==> src/rtl/crc_pkg.sv <==
// Shared types and constants for the CRC stream engine: FSM state encoding
// and a small library of commonly used generator polynomials.
package crc_pkg;

  typedef enum logic [1:0] {
    ST_IDLE  = 2'd0,
    ST_ACCUM = 2'd1,
    ST_HOLD  = 2'd2
  } state_t;

  // Generator polynomials with the implicit top term dropped.
  localparam logic [2:0]  CRC3_GSM_POLY    = 3'h3;
  localparam logic [4:0]  CRC5_POLY        = 5'h05;
  localparam logic [7:0]  CRC8_POLY        = 8'h07;
  localparam logic [15:0] CRC16_CCITT_POLY = 16'h1021;

endpackage

==> src/rtl/crc_step.sv <==
// Combinational CRC update: folds one DATA_W-bit beat, MSB first, into the
// current CRC register value in a single evaluation.
module crc_step #(
  parameter int                DATA_W = 11,
  parameter int                CRC_W  = 5,
  parameter logic [CRC_W-1:0]  POLY   = CRC_W'(5'h05)
) (
  input  logic [CRC_W-1:0]  i_crc,
  input  logic [DATA_W-1:0] i_data,
  output logic [CRC_W-1:0]  o_crc
);

  logic [CRC_W-1:0] w_acc;

  always_comb begin
    w_acc = i_crc;
    for (int i = DATA_W - 1; i >= 0; i--) begin
      w_acc = {w_acc[CRC_W-2:0], 1'b0} ^ ((w_acc[CRC_W-1] ^ i_data[i]) ? POLY : '0);
    end
    o_crc = w_acc;
  end

endmodule

==> src/rtl/crc_stream_engine.sv <==
// Framed CRC generator/checker: accumulates beats from sop to eop, then holds
// the result until the consumer takes it.
module crc_stream_engine
  import crc_pkg::*;
#(
  parameter int               DATA_W    = 11,
  parameter int               CRC_W     = 5,
  parameter logic [CRC_W-1:0] POLY      = CRC_W'(CRC5_POLY),
  parameter logic [CRC_W-1:0] INIT      = '0,
  parameter logic [CRC_W-1:0] XOR_OUT   = '0,
  parameter int               MAX_BEATS = 16
) (
  input  logic              clk,
  input  logic              reset_L,
  input  logic              in_valid,
  output logic              in_ready,
  input  logic [DATA_W-1:0] in_data,
  input  logic              in_sop,
  input  logic              in_eop,
  input  logic              chk_en,
  input  logic [CRC_W-1:0]  chk_crc,
  output logic              out_valid,
  input  logic              out_ready,
  output logic [CRC_W-1:0]  crc_out,
  output logic              crc_err,
  output logic              frame_err,
  output state_t            o_dbg_state
);

  localparam int               CNT_W   = $clog2(MAX_BEATS + 1);
  localparam logic [CNT_W-1:0] MAX_CNT = CNT_W'(MAX_BEATS);

  // Handshake: a beat transfers on a rising edge with in_valid && in_ready;
  // a result transfers with out_valid && out_ready. The two are exclusive.

  state_t           r_state, w_state_nxt;
  logic [CRC_W-1:0] r_crc, r_crc_out;
  logic [CRC_W-1:0] w_crc_base, w_crc_step, w_crc_final;
  logic [CNT_W-1:0] r_cnt, w_cnt_nxt;
  logic             r_crc_err, r_frame_err;
  logic             w_accept, w_load, w_done, w_frame_err;

  crc_step #(
    .DATA_W (DATA_W),
    .CRC_W  (CRC_W),
    .POLY   (POLY)
  ) u_step (
    .i_crc  (w_crc_base),
    .i_data (in_data),
    .o_crc  (w_crc_step)
  );

  always_comb begin
    w_accept    = in_valid && (r_state != ST_HOLD);
    w_crc_base  = in_sop ? INIT : r_crc;
    w_cnt_nxt   = in_sop ? CNT_W'(1) : r_cnt + 1'b1;
    w_crc_final = w_crc_step ^ XOR_OUT;
    w_state_nxt = r_state;
    w_load      = 1'b0;
    w_done      = 1'b0;
    w_frame_err = 1'b0;
    case (r_state)
      ST_IDLE, ST_ACCUM: begin
        if (w_accept) begin
          if (!in_sop && (r_state == ST_IDLE)) begin
            w_frame_err = 1'b1;
          end else begin
            // A sop mid-frame aborts the old frame and restarts on this beat.
            if (in_sop && (r_state == ST_ACCUM)) w_frame_err = 1'b1;
            w_load = 1'b1;
            if (in_eop) begin
              w_done      = 1'b1;
              w_state_nxt = ST_HOLD;
            end else if (w_cnt_nxt == MAX_CNT) begin
              w_frame_err = 1'b1;
              w_state_nxt = ST_IDLE;
            end else begin
              w_state_nxt = ST_ACCUM;
            end
          end
        end
      end
      ST_HOLD: begin
        if (out_ready) w_state_nxt = ST_IDLE;
      end
      default: w_state_nxt = ST_IDLE;
    endcase
  end

  always_ff @(posedge clk) begin
    if (!reset_L) begin
      r_state     <= ST_IDLE;
      r_crc       <= INIT;
      r_cnt       <= '0;
      r_crc_out   <= '0;
      r_crc_err   <= 1'b0;
      r_frame_err <= 1'b0;
    end else begin
      r_state     <= w_state_nxt;
      r_frame_err <= w_frame_err;
      if (w_load) begin
        r_crc <= w_crc_step;
        r_cnt <= w_cnt_nxt;
      end
      if (w_done) begin
        r_crc_out <= w_crc_final;
        r_crc_err <= chk_en && (w_crc_final != chk_crc);
      end
    end
  end

  assign in_ready    = (r_state != ST_HOLD);
  assign out_valid   = (r_state == ST_HOLD);
  assign crc_out     = r_crc_out;
  assign crc_err     = r_crc_err;
  assign frame_err   = r_frame_err;
  assign o_dbg_state = r_state;

endmodule

==> config.mk <==
export PLATFORM = sky130hd
export DESIGN_NAME = crc_stream_engine
export DESIGN_NICKNAME = d
export VERILOG_FILES = /design/src/rtl/crc_pkg.sv /design/src/rtl/crc_step.sv /design/src/rtl/crc_stream_engine.sv
export SDC_FILE = /design/constraint.sdc
export NUM_CORES = 1
export LEC_CHECK = 0
export ABC_CLOCK_PERIOD_IN_PS = 4700
export CAP_MARGIN = 10
export CORE_ASPECT_RATIO = 0.9
export CORE_MARGIN = 2
export CORE_UTILIZATION = 35
export CTS_CLUSTER_DIAMETER = 100
export DETAILED_ROUTE_END_ITERATION = 6
export GPL_TIMING_DRIVEN = 1
export HOLD_SLACK_MARGIN = 0.02
export SYNTH_ARGS = -nofsm -noshare
export SYNTH_HDL_FRONTEND = slang
export SYNTH_SLANG_ARGS = --single-unit
==> constraint.sdc <==
create_clock -name clk -period 4.7 [get_ports clk]
set_clock_uncertainty 0.2 [all_clocks]
set_input_delay 0.94 -clock clk [delete_from_list [all_inputs] [get_ports clk]]
set_output_delay 0.94 -clock clk [all_outputs]
set_load 0.1 [all_outputs]
==> results of run 1 <==
## final cells by class
type / count / area (µm²) / area share
multi-input cells: 102 / 838 / 0.507
flip-flops and latches: 19 / 380 / 0.230
repair buffers: 33 / 330 / 0.200
well taps: 44 / 55.1 / 0.0333
clock buffers: 3 / 41.3 / 0.0250
clock inverters: 1 / 5.00 / 0.00303
inverters: 1 / 3.75 / 0.00227
## power by group through the flow
stage                     clock network [mW]  logic, mW  registers (mW)
after floorplan                            0      0.166           0.215
after global placement                     0      0.257           0.183
after detailed placement                   0      0.257           0.183
after CTS                              0.120      0.258           0.180
after global routing                   0.124      0.276           0.181
final                                  0.113      0.255           0.180
## path summary, 6_finish.rpt
kind,to,cells after the start,slack (ns),start
setup / recovery,crc_err,7,1.28,in_sop
setup reg to reg,crc_err,7,2.44,r_crc[3]
hold reg to reg,crc_out[1],1,0.30,crc_out[1]
hold / removal,crc_out[1],1,0.30,crc_out[1]
## cells by family (layout without fill, tap and decap cells)
kind of cell    count (synthesis)  in the layout  synth area share
flops                          19             19             0.306
xor+xnor                       34             34             0.331
compound gates                 26             26             0.168
buf+inv                         6             38            0.0211
fa+ha+maj                       1              1            0.0100
simple gates                   41             41             0.165
## worst max-delay path, stage by stage
cell                              delay [ns]
sky130_fd_sc_hd__clkdlybuf4s50_1        0.83
sky130_fd_sc_hd__and2b_1                0.26
sky130_fd_sc_hd__xnor2_1                0.29
sky130_fd_sc_hd__xor3_2                 0.53
sky130_fd_sc_hd__xor2_1                 0.16
sky130_fd_sc_hd__o2111ai_1              0.12
sky130_fd_sc_hd__a41o_1                 0.24
## synthesized netlist by cell type
cell and instances:
sky130_fd_sc_hd__xor3_2 1, sky130_fd_sc_hd__xnor2_2 6, sky130_fd_sc_hd__clkbuf_1 4, sky130_fd_sc_hd__nand3_1 2, sky130_fd_sc_hd__nor2b_2 1, sky130_fd_sc_hd__o211a_1 11
sky130_fd_sc_hd__nor2b_1 4, sky130_fd_sc_hd__xnor3_2 1, sky130_fd_sc_hd__o21ai_1 1, sky130_fd_sc_hd__and2_1 2, sky130_fd_sc_hd__inv_1 1, sky130_fd_sc_hd__o21ai_0 4
sky130_fd_sc_hd__xnor2_1 11, sky130_fd_sc_hd__buf_4 1, sky130_fd_sc_hd__o2111ai_1 2, sky130_fd_sc_hd__a41o_1 1, sky130_fd_sc_hd__xor2_2 3, sky130_fd_sc_hd__and3_1 2
sky130_fd_sc_hd__nor3b_1 1, sky130_fd_sc_hd__a31oi_1 1, sky130_fd_sc_hd__o21a_1 2, sky130_fd_sc_hd__nand2b_1 1, sky130_fd_sc_hd__a21boi_0 1, sky130_fd_sc_hd__a22oi_1 1
sky130_fd_sc_hd__xor2_1 11, sky130_fd_sc_hd__a21oi_1 2, sky130_fd_sc_hd__and2b_1 3, sky130_fd_sc_hd__ha_1 1, sky130_fd_sc_hd__nor2_2 1, sky130_fd_sc_hd__nor3_1 3
sky130_fd_sc_hd__nor2_1 7, sky130_fd_sc_hd__xor3_1 1, sky130_fd_sc_hd__dfxtp_1 19, sky130_fd_sc_hd__nand2_1 14
## routing by layer
| metal | GRT usage | up-vias |
|---|---|---|
| met2 | 0.243 | 21 |
| met1 | 0.175 | 453 |
| met3 | 0.0334 | 2 |
| met4 | 0.0321 | 0 |
| met5 | 0 | - |
| li1 | - | 497 |
## flip-flops by register name (all words and copies together) (netlist names)
register and count:
r_cnt 5, frame_err 1, r_crc 5, o_dbg_state 2, crc_out 5, crc_err 1
## stage by stage
stage	area [µm²]	util
after floorplan	1240	-
after global placement	1610	0.472
after detailed placement	1610	0.472
after CTS	1650	0.486
after global routing	1650	0.486
final	1650	0.486
==> results.rst, run 1 <==
.. list-table::
   :header-rows: 1

   * - Metric
     - Value
   * - CP endpoint kind
     - flop
   * - Post-DRT Antenna Nets
     - 0
   * - Pre-CTS WS
     - 0.967 ns
   * - Post-Synthesis Mean Instance Area
     - 9.80 µm²
   * - RD Place Congestion
     - 0.770
   * - Outcome
     - completed
   * - Min cycle time layout
     - 3.42 ns
   * - Met2 Wirelength
     - 1230 µm
   * - Arrival time of the worst setup path
     - 3.37 ns
   * - Count of endpoints failing setup in the final report
     - 0
   * - Peak supply drop
     - 0.172 mV
   * - Final setup margin
     - 1.28 ns
   * - TritonCTS clock tree
     - yes
   * - Clock insertion delay at the later pin of the skew report
     - 0.25 ns
   * - Top routing layer in use
     - met4
   * - Maximum number of pins on one net before global-route repair
     - 21
   * - Per-cell routed wire length
     - 12.5 µm
   * - Total global routing track utilization
     - 0.139
   * - Reg power frac
     - 0.328
   * - Clock network fraction of design power
     - 0.207
   * - Number of pins with negative max-slew slack in the final report
     - 0
   * - Avg Vias per Cell
     - 4.79
   * - Die area
     - 0.00405 mm²
   * - Number of global-route vias before repair
     - 971
   * - Most common cell after layout, fill and taps aside
     - sky130_fd_sc_hd__clkdlybuf4s50_1
   * - Reg clk slew, reported paths
     - 0.07 ns
   * - Clock net sink count
     - 19
   * - Initial core utilization
     - 0.366
   * - Final-layout worst hold slack
     - 0.302 ns
   * - Slew Limit Headroom
     - 0.351
   * - Syn. warnings
     - 0
   * - Max frequency
     - 292 MHz
   * - Total number of vias
     - 973
   * - Total wire length
     - 2530 µm
   * - Number of levels the H-tree was split into
     - 1
   * - Path category of the worst min-delay check
     - flop to flop
   * - Combinational share of power
     - 0.465
   * - Internal
     - 0.348 mW
   * - # rows
     - 20
   * - Part of the Yosys area used for sequential elements
     - 0.306
   * - Hold buffer count at CTS
     - 0
   * - Final cell count without fillers
     - 203
   * - Count of maximum capacitance violations
     - 0
   * - Fraction of synthesized cell area taken by the top area cell type
     - 0.306
   * - Cell type with the highest aggregate area in the netlist
     - sky130_fd_sc_hd__dfxtp_1
   * - Post-route fraction of the period consumed by the critical path
     - 0.728
   * - Total Power
     - 0.548 mW
   * - Worst-Margin Slew
     - 0.971 ns
   * - Number of different library cells in the post-synthesis netlist
     - 34
   * - Antenna Cells
     - 0
   * - Number of DRC violations after detailed-routing iteration 0
     - 27
   * - IO Port Bufs
     - 33
   * - Critical path class
     - primary input to flop
   * - CTS resizes
     - 0
   * - Kind of start point of the critical path
     - primary input
   * - Setup repair after global routing missed its margin
     - no
   * - Post-layout net count
     - 184
   * - Iteration count of the initial detailed-routing pass
     - 3
   * - Antenna violations before repair
     - 0
   * - Area growth, synth to finish
     - 32.9%
   * - Met1 Wirelength
     - 1160 µm
   * - Top-level I/O count
     - 34
   * - Chip height
     - 60.6 µm
   * - Placed wire-length estimate after detailed placement
     - 1990 µm
   * - Layout filler cell count
     - 330
   * - Power dissipated by switching net loads
     - 0.200 mW
   * - Share of layout cells above drive strength 1
     - 0.107
   * - Root Buffer Master
     - sky130_fd_sc_hd__clkbuf_8
   * - WP data required
     - 4.65 ns
   * - Met3 routed WL
     - 124 µm
   * - Most used cells in the layout excluding fill and tap cells
     - sky130_fd_sc_hd__clkdlybuf4s50_1 (33), sky130_fd_sc_hd__dfxtp_1 (19), sky130_fd_sc_hd__nand2_1 (14)
   * - Standard cell core area
     - 0.00340 mm²
   * - Wire length of the first global-routing pass
     - 4210 µm
   * - Die Span X
     - 66.9 µm
   * - Net Count, Synth
     - 151
   * - Largest cells by area after synthesis
     - sky130_fd_sc_hd__dfxtp_1 (31%), sky130_fd_sc_hd__o211a_1 (8.8%), sky130_fd_sc_hd__xnor2_2 (7.8%)
   * - Switching portion of total power
     - 0.365
   * - Flip-flop and latch count after synthesis
     - 19
   * - Count of final hold-check violations
     - 0
   * - Summed instance area of the synthesized netlist
     - 0.00124 mm²
   * - Power per cell area
     - 331 mW/mm²
   * - Postcts setup bufs
     - 0
   * - Global route overflow
     - 0
   * - Residual DRC
     - 0
   * - Cells after Synth
     - 127
   * - Leakage power
     - 0.755 nW
   * - Buffer depth of the longest clock path
     - 2
   * - Number of buffers added by the clock tree synthesis step
     - 3
   * - Critical-path maximum fanout
     - 15
   * - TNS Setup
     - 0 ns
   * - Number of instances in the placed design
     - 199
No activity file was read; power rests on OpenSTA's default activity.
==> run 2, diff against run 1 <==
--- a/config.mk
+++ b/config.mk
@@ -5,7 +5,7 @@
 export SDC_FILE = /design/constraint.sdc
 export NUM_CORES = 1
 export LEC_CHECK = 0
-export ABC_CLOCK_PERIOD_IN_PS = 4700
+export ABC_CLOCK_PERIOD_IN_PS = 3100
 export CAP_MARGIN = 10
 export CORE_ASPECT_RATIO = 0.9
 export CORE_MARGIN = 2
==> constraint.sdc (replaced) <==
create_clock -name clk -period 3.1 [get_ports clk]
set_clock_uncertainty 0.2 [all_clocks]
set_input_delay 0.62 -clock clk [delete_from_list [all_inputs] [get_ports clk]]
set_output_delay 0.62 -clock clk [all_outputs]
set_load 0.1 [all_outputs]
==> run 2 against run 1 <==
Worst hold slack better by 0.0014 ns. Clock power is 51% higher. Clock-buffer cell count stayed put. First-iteration DRC count is 7.4% higher. Flip-flop and latch count stayed put. Largest power group unchanged.
==> results.rst, run 2 (same netlist as run 1, synthesis figures left out) <==
.. list-table::
   :header-rows: 1

   * - Metric
     - Value
   * - Slew Limit Headroom
     - 0.571
   * - # rows
     - 20
   * - Critical path class
     - primary input to flop
   * - Share of layout cells above drive strength 1
     - 0.224
   * - Clock net sink count
     - 19
   * - Count of endpoints failing setup in the final report
     - 0
   * - Post-layout util
     - 0.493
   * - Most used cells in the layout excluding fill and tap cells
     - sky130_fd_sc_hd__clkdlybuf4s50_1 (22), sky130_fd_sc_hd__dfxtp_1 (18), sky130_fd_sc_hd__buf_4 (17)
   * - Iteration count of the initial detailed-routing pass
     - 4
   * - TritonCTS clock tree
     - yes
   * - Worst-Margin Slew
     - 0.641 ns
   * - Chip height
     - 60.6 µm
   * - Antenna Cells
     - 0
   * - Count of final hold-check violations
     - 0
   * - Met1 track utilization from global routing
     - 0.188
   * - Layer with the highest usage
     - met2
   * - Number of pins with negative max-slew slack in the final report
     - 0
   * - Per-cell routed wire length
     - 12.6 µm
   * - Reg clk slew, reported paths
     - 0.07 ns
   * - Total number of vias
     - 1002
   * - Standard cell core area
     - 0.00340 mm²
   * - Die Span X
     - 66.9 µm
   * - TNS Setup
     - 0 ns
   * - Placed wire-length estimate after detailed placement
     - 2130 µm
   * - Met3 Use GR
     - 0.0353
   * - Most common cell after layout, fill and taps aside
     - sky130_fd_sc_hd__clkdlybuf4s50_1
   * - Total global routing track utilization
     - 0.150
   * - Postcts setup bufs
     - 0
   * - Critical-path maximum fanout
     - 6
   * - Number of levels the H-tree was split into
     - 1
   * - Wire length of the first global-routing pass
     - 4530 µm
   * - Residual DRC
     - 0
   * - Met2 layer usage reported by global route
     - 0.269
   * - Root Buffer Master
     - sky130_fd_sc_hd__clkbuf_8
   * - Path category of the worst min-delay check
     - flop to flop
   * - Avg Vias per Cell
     - 4.79
   * - Number of global-route vias before repair
     - 1055
   * - CTS resizes
     - 0
   * - Count of maximum capacitance violations
     - 0
   * - CP endpoint kind
     - flop
   * - Antenna violations before repair
     - 0
   * - Setup repair after global routing missed its margin
     - no
   * - Outcome
     - completed
   * - Power per cell area
     - 509 mW/mm²
   * - Clock insertion delay at the later pin of the skew report
     - 0.25 ns
   * - Max frequency
     - 355 MHz
   * - Maximum number of pins on one net before global-route repair
     - 21
   * - Global route overflow
     - 0
   * - Leakage power
     - 0.794 nW
   * - Area growth, synth to finish
     - 34.9%
   * - IO Port Bufs
     - 33
   * - Initial core utilization
     - 0.366
   * - Peak supply drop
     - 0.392 mV
   * - Number of buffers added by the clock tree synthesis step
     - 3
   * - Post-route fraction of the period consumed by the critical path
     - 0.910
   * - Buffer depth of the longest clock path
     - 2
   * - Post-layout net count
     - 190
   * - Hold buffer count at CTS
     - 0
   * - Top-level I/O count
     - 34
   * - Min cycle time layout
     - 2.82 ns
   * - RD Place Congestion
     - 0.813
   * - Total wire length
     - 2640 µm
   * - Number of DRC violations after detailed-routing iteration 0
     - 29
   * - Total Power
     - 0.855 mW
   * - Arrival time of the worst setup path
     - 2.77 ns
   * - Post-DRT Antenna Nets
     - 0
   * - Kind of start point of the critical path
     - primary input
   * - Die area
     - 0.00405 mm²
   * - WP data required
     - 3.05 ns
==> run 2: path summary, 6_finish.rpt <==
check	start	endpoint	slack [ns]	cells after the start
setup / recovery	in_sop	crc_err	0.28	8
hold / removal	r_crc[2]	r_crc[2]	0.30	1
setup reg to reg	r_crc[2]	crc_err	0.89	7
hold reg to reg	r_crc[2]	r_crc[2]	0.30	1
==> run 2: per-layer routing <==
| layer | vias to the layer above | wire length [µm] |
|---|---|---|
| li1 | 509 | - |
| met1 | 470 | 1250 |
| met2 | 21 | 1270 |
| met3 | 2 | 105 |
| met4 | 0 | 12 |
| met5 | - | 0 |
==> run 2: stage by stage <==
step	area (µm²)	hold WS (ns)	instances	setup slack [ns]
finish	1680	0.303	209	0.279
global placement	1630	0.290	205	0.00819
CTS	1680	0.302	209	0.244
global route	1680	0.324	209	0.151
floorplan	1250	0.264	127	0.132
detailed placement	1630	0.284	205	-0.0174
==> run 2: power by group <==
group	switching (mW)	leakage, nW	total [mW]	internal, mW
registers	0.0120	0.156	0.273	0.261
logic	0.219	0.613	0.412	0.193
clock network	0.0812	0.0255	0.171	0.0893
==> run 2: worst max-delay path, cell delays in order <==
cell and delay, ns:
sky130_fd_sc_hd__clkdlybuf4s50_1 0.57, sky130_fd_sc_hd__and2b_1 0.22, sky130_fd_sc_hd__xnor2_1 0.21, sky130_fd_sc_hd__xnor3_2 0.35, sky130_fd_sc_hd__xor2_2 0.26, sky130_fd_sc_hd__and3_1 0.20
sky130_fd_sc_hd__o2111ai_1 0.10, sky130_fd_sc_hd__a41o_1 0.25
==> run 2: layout make-up <==
| type | instances | area [µm²] |
|---|---|---|
| inverter | 1 | 7.51 |
| clock inverter | 1 | 5.00 |
| tap | 44 | 55.1 |
| clock buffer | 3 | 41.3 |
| sequential | 19 | 382 |
| multi-input combinational | 102 | 841 |
| timing repair buffer | 39 | 348 |
| fill | 346 | 1720 |
